### config.mk
export PLATFORM = sky130hd
export DESIGN_NAME = band_level_meter
export DESIGN_NICKNAME = d
export VERILOG_FILES = /design/src/rtl/dsp_pkg.sv /design/src/rtl/msb_index_enc.sv /design/src/rtl/band_level_meter.sv
export SDC_FILE = /design/constraint.sdc
export NUM_CORES = 1
export LEC_CHECK = 0
export BUFFER_PORTS_ARGS = -buffer_cell sky130_fd_sc_hd__buf_2
export CAP_MARGIN = 20
export CORE_UTILIZATION = 46
export CTS_CLUSTER_DIAMETER = 100
export CTS_CLUSTER_SIZE = 40
export DETAILED_ROUTE_END_ITERATION = 6
export PLACE_DENSITY = 0.67
export SLEW_MARGIN = 20
export SYNTH_ARGS = -nofsm -noshare
export SYNTH_HDL_FRONTEND = slang
export SYNTH_SLANG_ARGS = --single-unit
### constraint.sdc
create_clock -name i_clk -period 3.4 [get_ports i_clk]
set_input_delay 0.51 -clock i_clk [delete_from_list [all_inputs] [get_ports i_clk]]
set_output_delay 0.51 -clock i_clk [all_outputs]
set_load 0.05 [all_outputs]
### src/rtl/dsp_pkg.sv
// Shared Q15 constants, FSM state type and bar-level width for the band level meter.
package dsp_pkg;

  localparam int Q_FP = 15;
  localparam logic [Q_FP-1:0] MAG_MAX = 15'h7FFF;
  localparam int LEVEL_W = 5;

  typedef enum logic [1:0] {
    S_IDLE   = 2'd0,
    S_ABS    = 2'd1,
    S_UPDATE = 2'd2,
    S_QUANT  = 2'd3
  } state_e;

endpackage

### src/rtl/msb_index_enc.sv
// Combinational 15-bit priority encoder: MSB index, the bit just below it, and a non-zero flag.
module msb_index_enc (
  input  logic [14:0] i_val,
  output logic [3:0]  o_idx,
  output logic        o_below,
  output logic        o_nz
);

  always_comb begin
    o_idx = 4'd0;
    o_nz  = |i_val;
    // Ascending scan: the last set bit seen is the MSB.
    for (int i = 0; i < 15; i++) begin
      if (i_val[i]) o_idx = 4'(i);
    end
    o_below = (o_idx != 4'd0) ? i_val[o_idx - 4'd1] : 1'b0;
  end

endmodule

### src/rtl/band_level_meter.sv
// Envelope follower with peak-hold/decay, log2 bar level, peak and clip tracking.
// Define BAND_LEVEL_METER_HALFSTEP_EN for half-step (about 3 dB) bar resolution.
//
// state    | meaning
// S_IDLE   | waiting for i_valid, sample captured on accept
// S_ABS    | saturating magnitude, peak/clip update
// S_UPDATE | envelope attack / hold / decay
// S_QUANT  | bar level computed, outputs published
module band_level_meter
  import dsp_pkg::*;
#(
  parameter int unsigned HOLD_SAMPLES = 4800,
  parameter int unsigned DECAY_SHIFT  = 6
) (
  input  logic               i_clk,
  input  logic               i_rst,
  input  logic               i_valid,
  input  logic [15:0]        i_data,
  input  logic               i_peak_clr,
  output logic [LEVEL_W-1:0] o_level,
  output logic [Q_FP-1:0]    o_env,
  output logic [Q_FP-1:0]    o_peak,
  output logic               o_clip,
  output logic               o_valid,
  output logic               o_overrun
);

  state_e             state_q, state_d;
  logic [15:0]        sample_q, sample_d;
  logic [Q_FP-1:0]    mag_q, mag_d;
  logic [Q_FP-1:0]    env_q, env_d;
  logic [15:0]        hold_q, hold_d;
  logic [LEVEL_W-1:0] level_q, level_d;
  logic [Q_FP-1:0]    env_out_q, env_out_d;
  logic [Q_FP-1:0]    peak_q, peak_d;
  logic               clip_q, clip_d;
  logic               valid_q, valid_d;
  logic               overrun_q, overrun_d;

  logic [Q_FP-1:0]    abs_mag;
  logic [Q_FP-1:0]    decay_raw;
  logic [Q_FP-1:0]    decay;
  logic [3:0]         msb_idx;
  logic               below_bit;
  logic               env_nz;
  logic [LEVEL_W-1:0] level_calc;

  msb_index_enc u_msb_enc (
    .i_val   (env_q),
    .o_idx   (msb_idx),
    .o_below (below_bit),
    .o_nz    (env_nz)
  );

  // -32768 has no positive Q15 counterpart, so it saturates to full scale.
  always_comb begin
    if (!sample_q[15])              abs_mag = sample_q[14:0];
    else if (sample_q == 16'h8000)  abs_mag = MAG_MAX;
    else                            abs_mag = 15'(16'd0 - sample_q);
  end

  // Minimum step of one keeps small envelopes decaying all the way to zero.
  always_comb begin
    decay_raw = env_q >> DECAY_SHIFT;
    decay     = ((decay_raw == '0) && (env_q != '0)) ? 15'd1 : decay_raw;
  end

`ifdef BAND_LEVEL_METER_HALFSTEP_EN
  always_comb begin
    level_calc = '0;
    if (env_nz) level_calc = LEVEL_W'({msb_idx, 1'b0}) + 5'd1 + LEVEL_W'(below_bit);
  end
`else
  logic unused_below;
  assign unused_below = below_bit;

  always_comb begin
    level_calc = '0;
    if (env_nz) level_calc = LEVEL_W'(msb_idx) + 5'd1;
  end
`endif

  always_comb begin
    state_d   = state_q;
    sample_d  = sample_q;
    mag_d     = mag_q;
    env_d     = env_q;
    hold_d    = hold_q;
    level_d   = level_q;
    env_out_d = env_out_q;
    peak_d    = peak_q;
    clip_d    = clip_q;
    valid_d   = 1'b0;
    overrun_d = overrun_q;

    if (i_valid && (state_q != S_IDLE)) overrun_d = 1'b1;

    case (state_q)
      S_IDLE: begin
        if (i_valid) begin
          sample_d = i_data;
          state_d  = S_ABS;
        end
      end
      S_ABS: begin
        mag_d = abs_mag;
        if (abs_mag > peak_q)   peak_d = abs_mag;
        if (abs_mag == MAG_MAX) clip_d = 1'b1;
        state_d = S_UPDATE;
      end
      S_UPDATE: begin
        if (mag_q >= env_q) begin
          env_d  = mag_q;
          hold_d = 16'(HOLD_SAMPLES);
        end else if (hold_q != '0) begin
          hold_d = hold_q - 16'd1;
        end else begin
          env_d = env_q - decay;
        end
        state_d = S_QUANT;
      end
      S_QUANT: begin
        level_d   = level_calc;
        env_out_d = env_q;
        valid_d   = 1'b1;
        state_d   = S_IDLE;
      end
      default: state_d = S_IDLE;
    endcase

    // A clear coinciding with the S_ABS peak update takes precedence.
    if (i_peak_clr) begin
      peak_d = '0;
      clip_d = 1'b0;
    end
  end

  always_ff @(posedge i_clk) begin
    if (i_rst) begin
      state_q   <= S_IDLE;
      sample_q  <= '0;
      mag_q     <= '0;
      env_q     <= '0;
      hold_q    <= '0;
      level_q   <= '0;
      env_out_q <= '0;
      peak_q    <= '0;
      clip_q    <= 1'b0;
      valid_q   <= 1'b0;
      overrun_q <= 1'b0;
    end else begin
      state_q   <= state_d;
      sample_q  <= sample_d;
      mag_q     <= mag_d;
      env_q     <= env_d;
      hold_q    <= hold_d;
      level_q   <= level_d;
      env_out_q <= env_out_d;
      peak_q    <= peak_d;
      clip_q    <= clip_d;
      valid_q   <= valid_d;
      overrun_q <= overrun_d;
    end
  end

  assign o_level   = level_q;
  assign o_env     = env_out_q;
  assign o_peak    = peak_q;
  assign o_clip    = clip_q;
  assign o_valid   = valid_q;
  assign o_overrun = overrun_q;

endmodule

=== Word level (Yosys, flattened, before mapping) ===
Index checks and enable logic that the tools add are counted.

* Add/sub/neg operators: 4
* Multipliers: 0
* Div/mod/pow operators: 0
* Order comparisons: 2
* Equality and inequality tests: 7
* Shift-type cells: 0
* Multiplexer cells: 25
* Bitwise operators: 0
* Reductions and logical operators: 15

{| class="wikitable"
|+ Operators by type and width
! operator !! number
|-
| two-way mux 15 bit || 4
|-
| two-way mux 16 bit || 2
|-
| two-way mux 4 bit || 7
|-
| equality test 16 bit (second input constant) || 1
|-
| nonzero test 16 bit || 1
|-
| subtractor 16 x 1 -> 16 bit (second input constant) || 1
|-
| equality test 15 bit (second input constant) || 1
|-
| >= comparator 15 bit || 1
|-
| > comparator 15 bit || 1
|-
| zero test 15 bit || 1
|-
| nonzero test 15 bit || 1
|-
| OR reduction 15 bit || 1
|-
| subtractor 1 x 15 -> 15 bit (first input constant) || 1
|-
| subtractor 15 x 9 -> 15 bit || 1
|-
| two-way mux 3 bit || 4
|-
| AND reduction 2 bit || 5
|-
| two-way mux 9 bit || 1
|-
| one-hot mux 2 bit (4 select lines) || 1
|-
| two-way mux 2 bit || 3
|-
| adder 4 x 1 -> 5 bit (second input constant) || 1
|-
| two-way mux 5 bit || 1
|-
| equality test 2 bit (second input constant) || 2
|-
| != test 2 bit (second input constant) || 2
|-
| nonzero test 2 bit || 2
|-
| 5 further kinds || 7
|}

* Register bits: 102
* Bits in latches: 0
* Bits in writable memories: 0
* Bits in read-only memories: 0
* Input port bits: 20
* Output and inout bits: 38
* Logic and storage cells: 64
* Memories kept: 0

=== Longest topological paths before layout ===
Gate-level depths: netlist (run 1).

* Depth after elaboration: 16
* Gate-level depth with buffers: 16
* Gate-level depth less buffers: 15

=== Modules after synthesis ===
Synthesis (run 1) repeated with hierarchy kept, for this count alone.

* Cell total of the unflattened synthesis: 855
* Area, all modules: 6701.4 µm²

{| class="wikitable"
|+ By module, submodules not included
! module !! instances !! cells an instance !! area an instance (µm²) !! seq. area each (µm²)
|-
| band_level_meter || 1 || 781 || 6231.0 || 2042.0
|-
| msb_index_enc || 1 || 74 || 470.5 || 0.0
|}

=== Least setup slack after synthesis (run 1) ===
OpenSTA, ideal clock, no wires.

* Kind: register to register
* Start: register sample_q[11]
* End: register peak_q[0] (netlist: o_peak[0])
* Setup time: 86 ps
* Data arrival time: 3385 ps
* Data required time: 3314 ps
* Slack: -70 ps
* Stages on the path, launching flop included: 13
* Path buffers: 1
* Clock period less this slack: 3470 ps
* Cell sequence: dfxtp_1 -> or3_1 -> or2_2 -> or4_1 -> a31oi_1 -> ha_1 -> nor2b_1 -> o21a_1 -> o21a_1 -> o221a_2 -> o311a_1 -> clkbuf_1 -> a211oi_1

* Cells in the longest elaborated chain, start to end: 5
* Elaborated cells on any way between the ends: 6
* Those cells by class: add/sub: 1; order compare: 1; eq/ne: 1; mux: 2; reduce/logical: 1

{| class="wikitable"
|+ Ends and longest elaborated chain
! element !! line !! source
|-
| start, declared || band_level_meter.sv:29 || <nowiki>logic [15:0] sample_q, sample_d;</nowiki>
|-
| start signal, assigned || band_level_meter.sv:153 || <nowiki>sample_q <= sample_d;</nowiki>
|-
| equality test 16 bit || band_level_meter.sv:58 || <nowiki>else if (sample_q == 16'h8000) abs_mag = MAG_MAX;</nowiki>
|-
| two-way mux 15 bit || band_level_meter.sv:58 ||
|-
| two-way mux 15 bit || band_level_meter.sv:57 || <nowiki>if (!sample_q[15]) abs_mag = sample_q[14:0];</nowiki>
|-
| net abs_mag[1] || band_level_meter.sv:40 || <nowiki>logic [Q_FP-1:0] abs_mag;</nowiki>
|-
| > comparator 15 bit || band_level_meter.sv:107 || <nowiki>if (abs_mag > peak_q) peak_d = abs_mag;</nowiki>
|-
| AND reduction 2 bit (no line) || n/a ||
|-
| end signal, assigned || band_level_meter.sv:159 || <nowiki>peak_q <= peak_d;</nowiki>
|-
| end, declared || band_level_meter.sv:35 || <nowiki>logic [Q_FP-1:0] peak_q, peak_d;</nowiki>
|}

The timed path passes the listed nets, and every way through them passes these cells.
A chain may end at the register's enable or synchronous reset.

=== Worst setup path in the final report (run 1) ===
Ends and elaborated chain as after synthesis.

==> key figures, run 1 <==
Place
  – RePlAce Congestion: 0.877
  – I/O Buffers: 57
  – Dpl ws: -0.0833 ns
  – Area after DPL: 6790 um^2
  – DP Wirelength: 11,700 um

Timing
  – Worst-Margin Slew: 1.51 ns
  – Hold WS: 0.383 ns
  – Maximum clock rate: 0.289 GHz
  – RSZ-0062 raised after global routing: true
  – Final setup margin: -0.0598 ns
  – Max Slew Vio Count: 14
  – Setup Skew: 0.0129 ns
  – Max-slew headroom: -0.0126
  – Crit share post-route: 1.02
  – Final hold vios: 0
  – Min Clock Period, post-route: 3.46 ns
  – # setup viols final: 11

Synth
  – Dominant cells by area after synthesis: dfxtp_1 (34%), ha_1 (9.6%), nor2_1 (5.4%)
  – Area leader, netlist: dfxtp_1
  – Top cell type's share of synthesized area: 0.342
  – Post-synth EDFFs: 0
  – Post-synth ARST share: 0
  – Register area share after synthesis: 0.342
  – Most common cell in the netlist: dfxtp_1
  – Mapped Nets: 801
  – Number of synthesized register bits: 102
  – Synthesized area: 5970 um^2
  – Syn Area/Cell: 8.13 um^2
  – List of most frequent post-synthesis cells: dfxtp_1 (102), nor2_1 (86), nand2_1 (74), inv_1 (54), ha_1 (46)
  – Synthesized instance count: 734
  – Synth Flop Type: dfxtp_1
  – Yosys warns: 0
  – Unique masters post-synth: 66

Clock tree
  – Clk buf depth: 2
  – H-tree levels: 3
  – CTS Sinks: 102
  – Clk slew on worst S/H paths: 0.08 ns
  – CTS tree: done
  – Root buf cell: clkbuf_16
  – CTS buffer count: 9
  – Worst-Skew Late Latency: 0.36 ns
  – # hold bufs at CTS: 0

Drt
  – Drt pass-1 iters: 5
  – Via density: 5.80
  – Top Metal Used: met4
  – 1st-iter DRT viols: 348
  – Drc violations: 0
  – Via Count: 5,884
  – WL met2: 8340 um
  – Routed Antenna Nets: 0
  – Total Wirelength: 16,900 um
  – Met3 Wirelength: 909 um
  – Routed metal-1 wirelength: 7060 um
  – Drt wl/cell: 16.7 um

Hold path
  – Hold path startpoint: i_data[13]
  – Worst min path class: primary input to register
  – Cell depth of the worst hold path: 3
  – Hold-critical path endpoint: sample_q[13]

Floorplanning
  – Die area: 13,400 um^2
  – Core area: 12,600 um^2
  – Initial Util: 0.473
  – # rows: 41
  – Die Y: 116 um
  – Die Wd: 116 um
  – IO Pins: 58

Critical path
  – FF-to-FF End: o_peak[0]
  – Worst r2r path cells: 12
  – R2R Setup Slk: -0.06 ns
  – Critical Path AT: 3.74 ns
  – Worst setup SP type: register
  – Required time of the critical path: 3.68 ns
  – FF-to-FF Start: sample_q[11]
  – Max FO, Critical Path: 6
  – Worst setup EP type: register
  – Kind of critical path: register to register

Global route
  – GR Util All Layers: 0.246
  – Largest net degree at the start of global routing: 71
  – Global-route wire length before repair: 25,800 um
  – Total gr overflow: 0
  – Vias in the first global route: 5,600
  – Initial antenna violation count: 0

Finish
  – Fillers: 1,105
  – Layout cell share with drive strength beyond 1: 0.268
  – Area growth syn-to-layout: 28.6%
  – Final Core Density: 0.608
  – Design area: 7670 um^2
  – Final #Nets: 906
  – ANT cells: 0

Outcome
  – Outcome: finished, violations left
  – Failing checks: max-capacitance violations, max-slew violations, negative setup slack

Job
  – Max-capacitance violation count: 1
==> how the worst max path moves through the flow <==
stage | cells past startpoint | startpoint | slack [ns] | to
detailed placement | 12 | sample_q[11] | -0.08 | o_peak[13]
CTS | 13 | sample_q[11] | -0.008 | o_peak[3]
finish | 12 | sample_q[11] | -0.06 | o_peak[0]
global route | 15 | sample_q[9] | -0.17 | o_peak[6]
floorplan | 13 | sample_q[2] | 0.003 | o_peak[0]
global placement | 13 | sample_q[11] | 0.01 | o_peak[13]
==> what timing repair did <==
item                       4_1_cts  5_1_grt
setup endpoints to repair       16       19
gates resized for setup          9       74
pin swaps                        0       22
hold endpoints to repair         0        0
gates cloned                     0        4
buffers inserted                 0       10
==> sequential cells by signal (all words and copies together) (netlist names) <==
| register | cells |
|---|---|
| o_peak | 15 |
| o_clip | 1 |
| o_env | 15 |
| o_overrun | 1 |
| o_level | 5 |
| hold_q | 16 |
| mag_q | 15 |
| state_q | 2 |
| sample_q | 16 |
| o_valid | 1 |
| env_q | 15 |
==> metrics by stage <==
stage	std cells	TNS (ns)
after floorplan	734	0
after global placement	986	0
after detailed placement	986	-0.628
after CTS	1001	-0.0254
after global routing	1015	-1.99
final	1015	-0.356
==> cells in the final DEF, fill, tap and decap left out, types with 24 or more instances in the layout <==
| cell | n |
|---|---|
| a21oi_1 | 36 |
| buf_2 | 57 |
| buf_4 | 67 |
| dfxtp_1 | 99 |
| ha_1 | 42 |
| inv_1 | 54 |
| mux2i_1 | 26 |
| nand2_1 | 72 |
| nor2_1 | 80 |
| o21ai_0 | 24 |
==> worst max-delay path, cell delays in order (launching register included) <==
cell and delay, ns:
dfxtp_2 0.32, or3_4 0.38, or2_4 0.24, or4_4 0.46, a31oi_4 0.22, ha_4 0.23, nor2b_1 0.13, o21a_1 0.18
o21a_1 0.19, o221a_4 0.22, o311a_4 0.40, clkbuf_16 0.19, a211oi_2 0.23
==> routing by layer <==
metal	up-vias	track usage
met5	-	0
met4	0	0.138
met3	46	0.0314
met2	210	0.429
met1	2796	0.292
li1	2832	-
==> area by class of cell <==
| type | instances | area, um^2 | share of cell area |
|---|---|---|---|
| multi-input cells | 538 | 3960 | 0.516 |
| flip-flops and latches | 102 | 2050 | 0.267 |
| repair buffers | 134 | 958 | 0.125 |
| clock buffers | 12 | 246 | 0.0321 |
| well taps | 172 | 215 | 0.0280 |
| inverters | 54 | 203 | 0.0264 |
| clock inverters | 3 | 45.0 | 0.00587 |
==> cell families after synthesis <==
group,after synthesis,share of synthesized area
flops,102,0.342
mux,27,0.0453
compound gates,173,0.203
fa+ha+maj,47,0.0998
buf+inv,94,0.0637
xor+xnor,19,0.0279
simple gates,272,0.218
Power of run 1 is left out: the tool's default activity adds up to more than one toggle a clock period on the data nets, which glitch-free logic cannot reach.
==> run 2: changes to the inputs <==
- TNS_END_PERCENT: unset -> 30
==> key figures, run 2 (synthesis gave the netlist of run 1 again) <==
Outcome
  – Outcome: completed

Critical path
  – Kind of critical path: register to register
  – Required time of the critical path: 3.63 ns (-0.05 ns)
  – Worst setup SP type: register
  – Worst setup EP type: register
  – Critical Path AT: 3.60 ns (-0.14 ns)
  – Max FO, Critical Path: 5 (-1)

Clock tree
  – Worst-Skew Late Latency: 0.36 ns (about the same)
  – Clk slew on worst S/H paths: 0.07 ns (about the same)
  – CTS buffer count: 9 (unchanged)
  – Clk buf depth: 2 (unchanged)
  – CTS Sinks: 102 (unchanged)
  – CTS tree: done
  – Root buf cell: clkbuf_16
  – H-tree levels: 3 (unchanged)

Timing
  – Setup Skew: 0.00812 ns (-0.00479 ns)
  – Worst-Margin Slew: 1.22 ns (-0.294 ns)
  – # setup viols final: 0 (-11)
  – Maximum clock rate: 0.297 GHz (+2.6%)
  – Max-slew headroom: 0.184 (+0.197)
  – Crit share post-route: 0.992 (-0.0261)
  – Final hold vios: 0 (unchanged)
  – RSZ-0062 raised after global routing: true
  – Min Clock Period, post-route: 3.37 ns (-0.0886 ns)
  – Max Slew Vio Count: 0 (-14)

Global route
  – Met2 global-route usage: 0.429 (unchanged)
  – Total gr overflow: 0 (unchanged)
  – Largest net degree at the start of global routing: 71 (unchanged)
  – Global-route wire length before repair: 25,800 um (unchanged)
  – Initial antenna violation count: 0 (unchanged)
  – Vias in the first global route: 5,594 (-0.11%)
  – Met3 GRT Util: 0.0314 (unchanged)
  – GR Util All Layers: 0.246 (unchanged)
  – Layer with the highest usage: met2
  – GR met1 Demand/Resource: 0.292 (unchanged)

Place
  – DP Wirelength: 11,700 um (unchanged)
  – I/O Buffers: 57 (unchanged)
  – RePlAce Congestion: 0.877 (unchanged)
  – Area after DPL: 6790 um^2 (unchanged)

Drt
  – 1st-iter DRT viols: 269 (-23%)
  – Drc violations: 0 (unchanged)
  – Drt wl/cell: 16.0 um (-3.7%)
  – Via density: 5.72 (-1.3%)
  – Routed Antenna Nets: 0 (unchanged)
  – Via Count: 5,804 (-1.4%)
  – Total Wirelength: 16,300 um (-3.8%)
  – Drt pass-1 iters: 5 (unchanged)

Floorplanning
  – Core area: 12,600 um^2 (unchanged)
  – IO Pins: 58 (unchanged)
  – Initial Util: 0.473 (unchanged)
  – Die Wd: 116 um (unchanged)
  – # rows: 41 (unchanged)
  – Die Y: 116 um (unchanged)
  – Die area: 13,400 um^2 (unchanged)

Finish
  – Commonest non-fill, non-tap cell in the layout: dfxtp_1
  – Largest regs: hold_q: 16 flops, sample_q: 16 flops
  – Area growth syn-to-layout: 26.4%
  – Layout cell share with drive strength beyond 1: 0.249 (-0.0187)
  – Final #Nets: 905 (-0.11%)
  – Design area: 7540 um^2 (-1.7%)
  – Commonest non-fill, non-tap cells in the layout: dfxtp_1 (100), nor2_1 (84), nand2_1 (72), buf_4 (67), buf_2 (57)
  – Fillers: 1,124 (+1.7%)
  – ANT cells: 0 (unchanged)

Job
  – Max-capacitance violation count: 0 (-1)

Hold path
  – Worst min path class: primary input to register
-- run 2: worst paths after layout --
check | startpoint | end | slack, ns | cells past startpoint
setup / recovery | sample_q[11] | o_peak[6] | 0.03 | 13
hold / removal | i_data[13] | sample_q[13] | 0.38 | 3
setup reg to reg | sample_q[11] | o_peak[6] | 0.03 | 13
hold reg to reg | hold_q[6] | hold_q[6] | 0.46 | 2
-- run 2: layout make-up --
type / count / area (um^2) / area share
multi-input cells: 538 / 3850 / 0.511
flip-flops and latches: 102 / 2040 / 0.271
repair buffers: 133 / 933 / 0.124
clock buffers: 12 / 246 / 0.0327
well taps: 172 / 215 / 0.0285
inverters: 54 / 203 / 0.0269
clock inverters: 3 / 45.0 / 0.00597
-- run 2: repair_timing --
item,in CTS,in global routing
gates cloned,0,3
pin swaps,0,16
buffers inserted,0,10
resized for setup,9,53
setup endpoints to repair,16,19
hold buffers,0,0
-- run 2: stage by stage --
stage | util | hold slack, ns | worst slack (ns) | cells | setup TNS, ns
floorplan | - | 0.440 | 0.00338 | 734 | 0
global placement | 0.538 | 0.444 | 0.0102 | 986 | 0
detailed placement | 0.538 | 0.459 | -0.0833 | 986 | -0.628
CTS | 0.565 | 0.380 | -0.00797 | 1001 | -0.0254
global route | 0.598 | 0.402 | -0.126 | 1014 | -1.58
finish | 0.598 | 0.384 | 0.0288 | 1014 | 0
-- run 2: critical path: stages (launching register included) --
cell and delay, ns:
dfxtp_2 0.32, or3_4 0.38, or2_4 0.24, or4_4 0.46
a31oi_4 0.21, ha_4 0.22, nor2b_1 0.13, o21a_1 0.16
o21a_1 0.18, o221a_4 0.21, o311a_4 0.38, clkbuf_16 0.18
nand3_1 0.09, o31ai_1 0.09
-- run 2: metal layers --
layer	routed length, um	share of wire
met3	652	0.040
met5	0	0
met1	7000	0.43
met2	8140	0.50
met4	484	0.030
Power of run 2 is left out for the same reason.
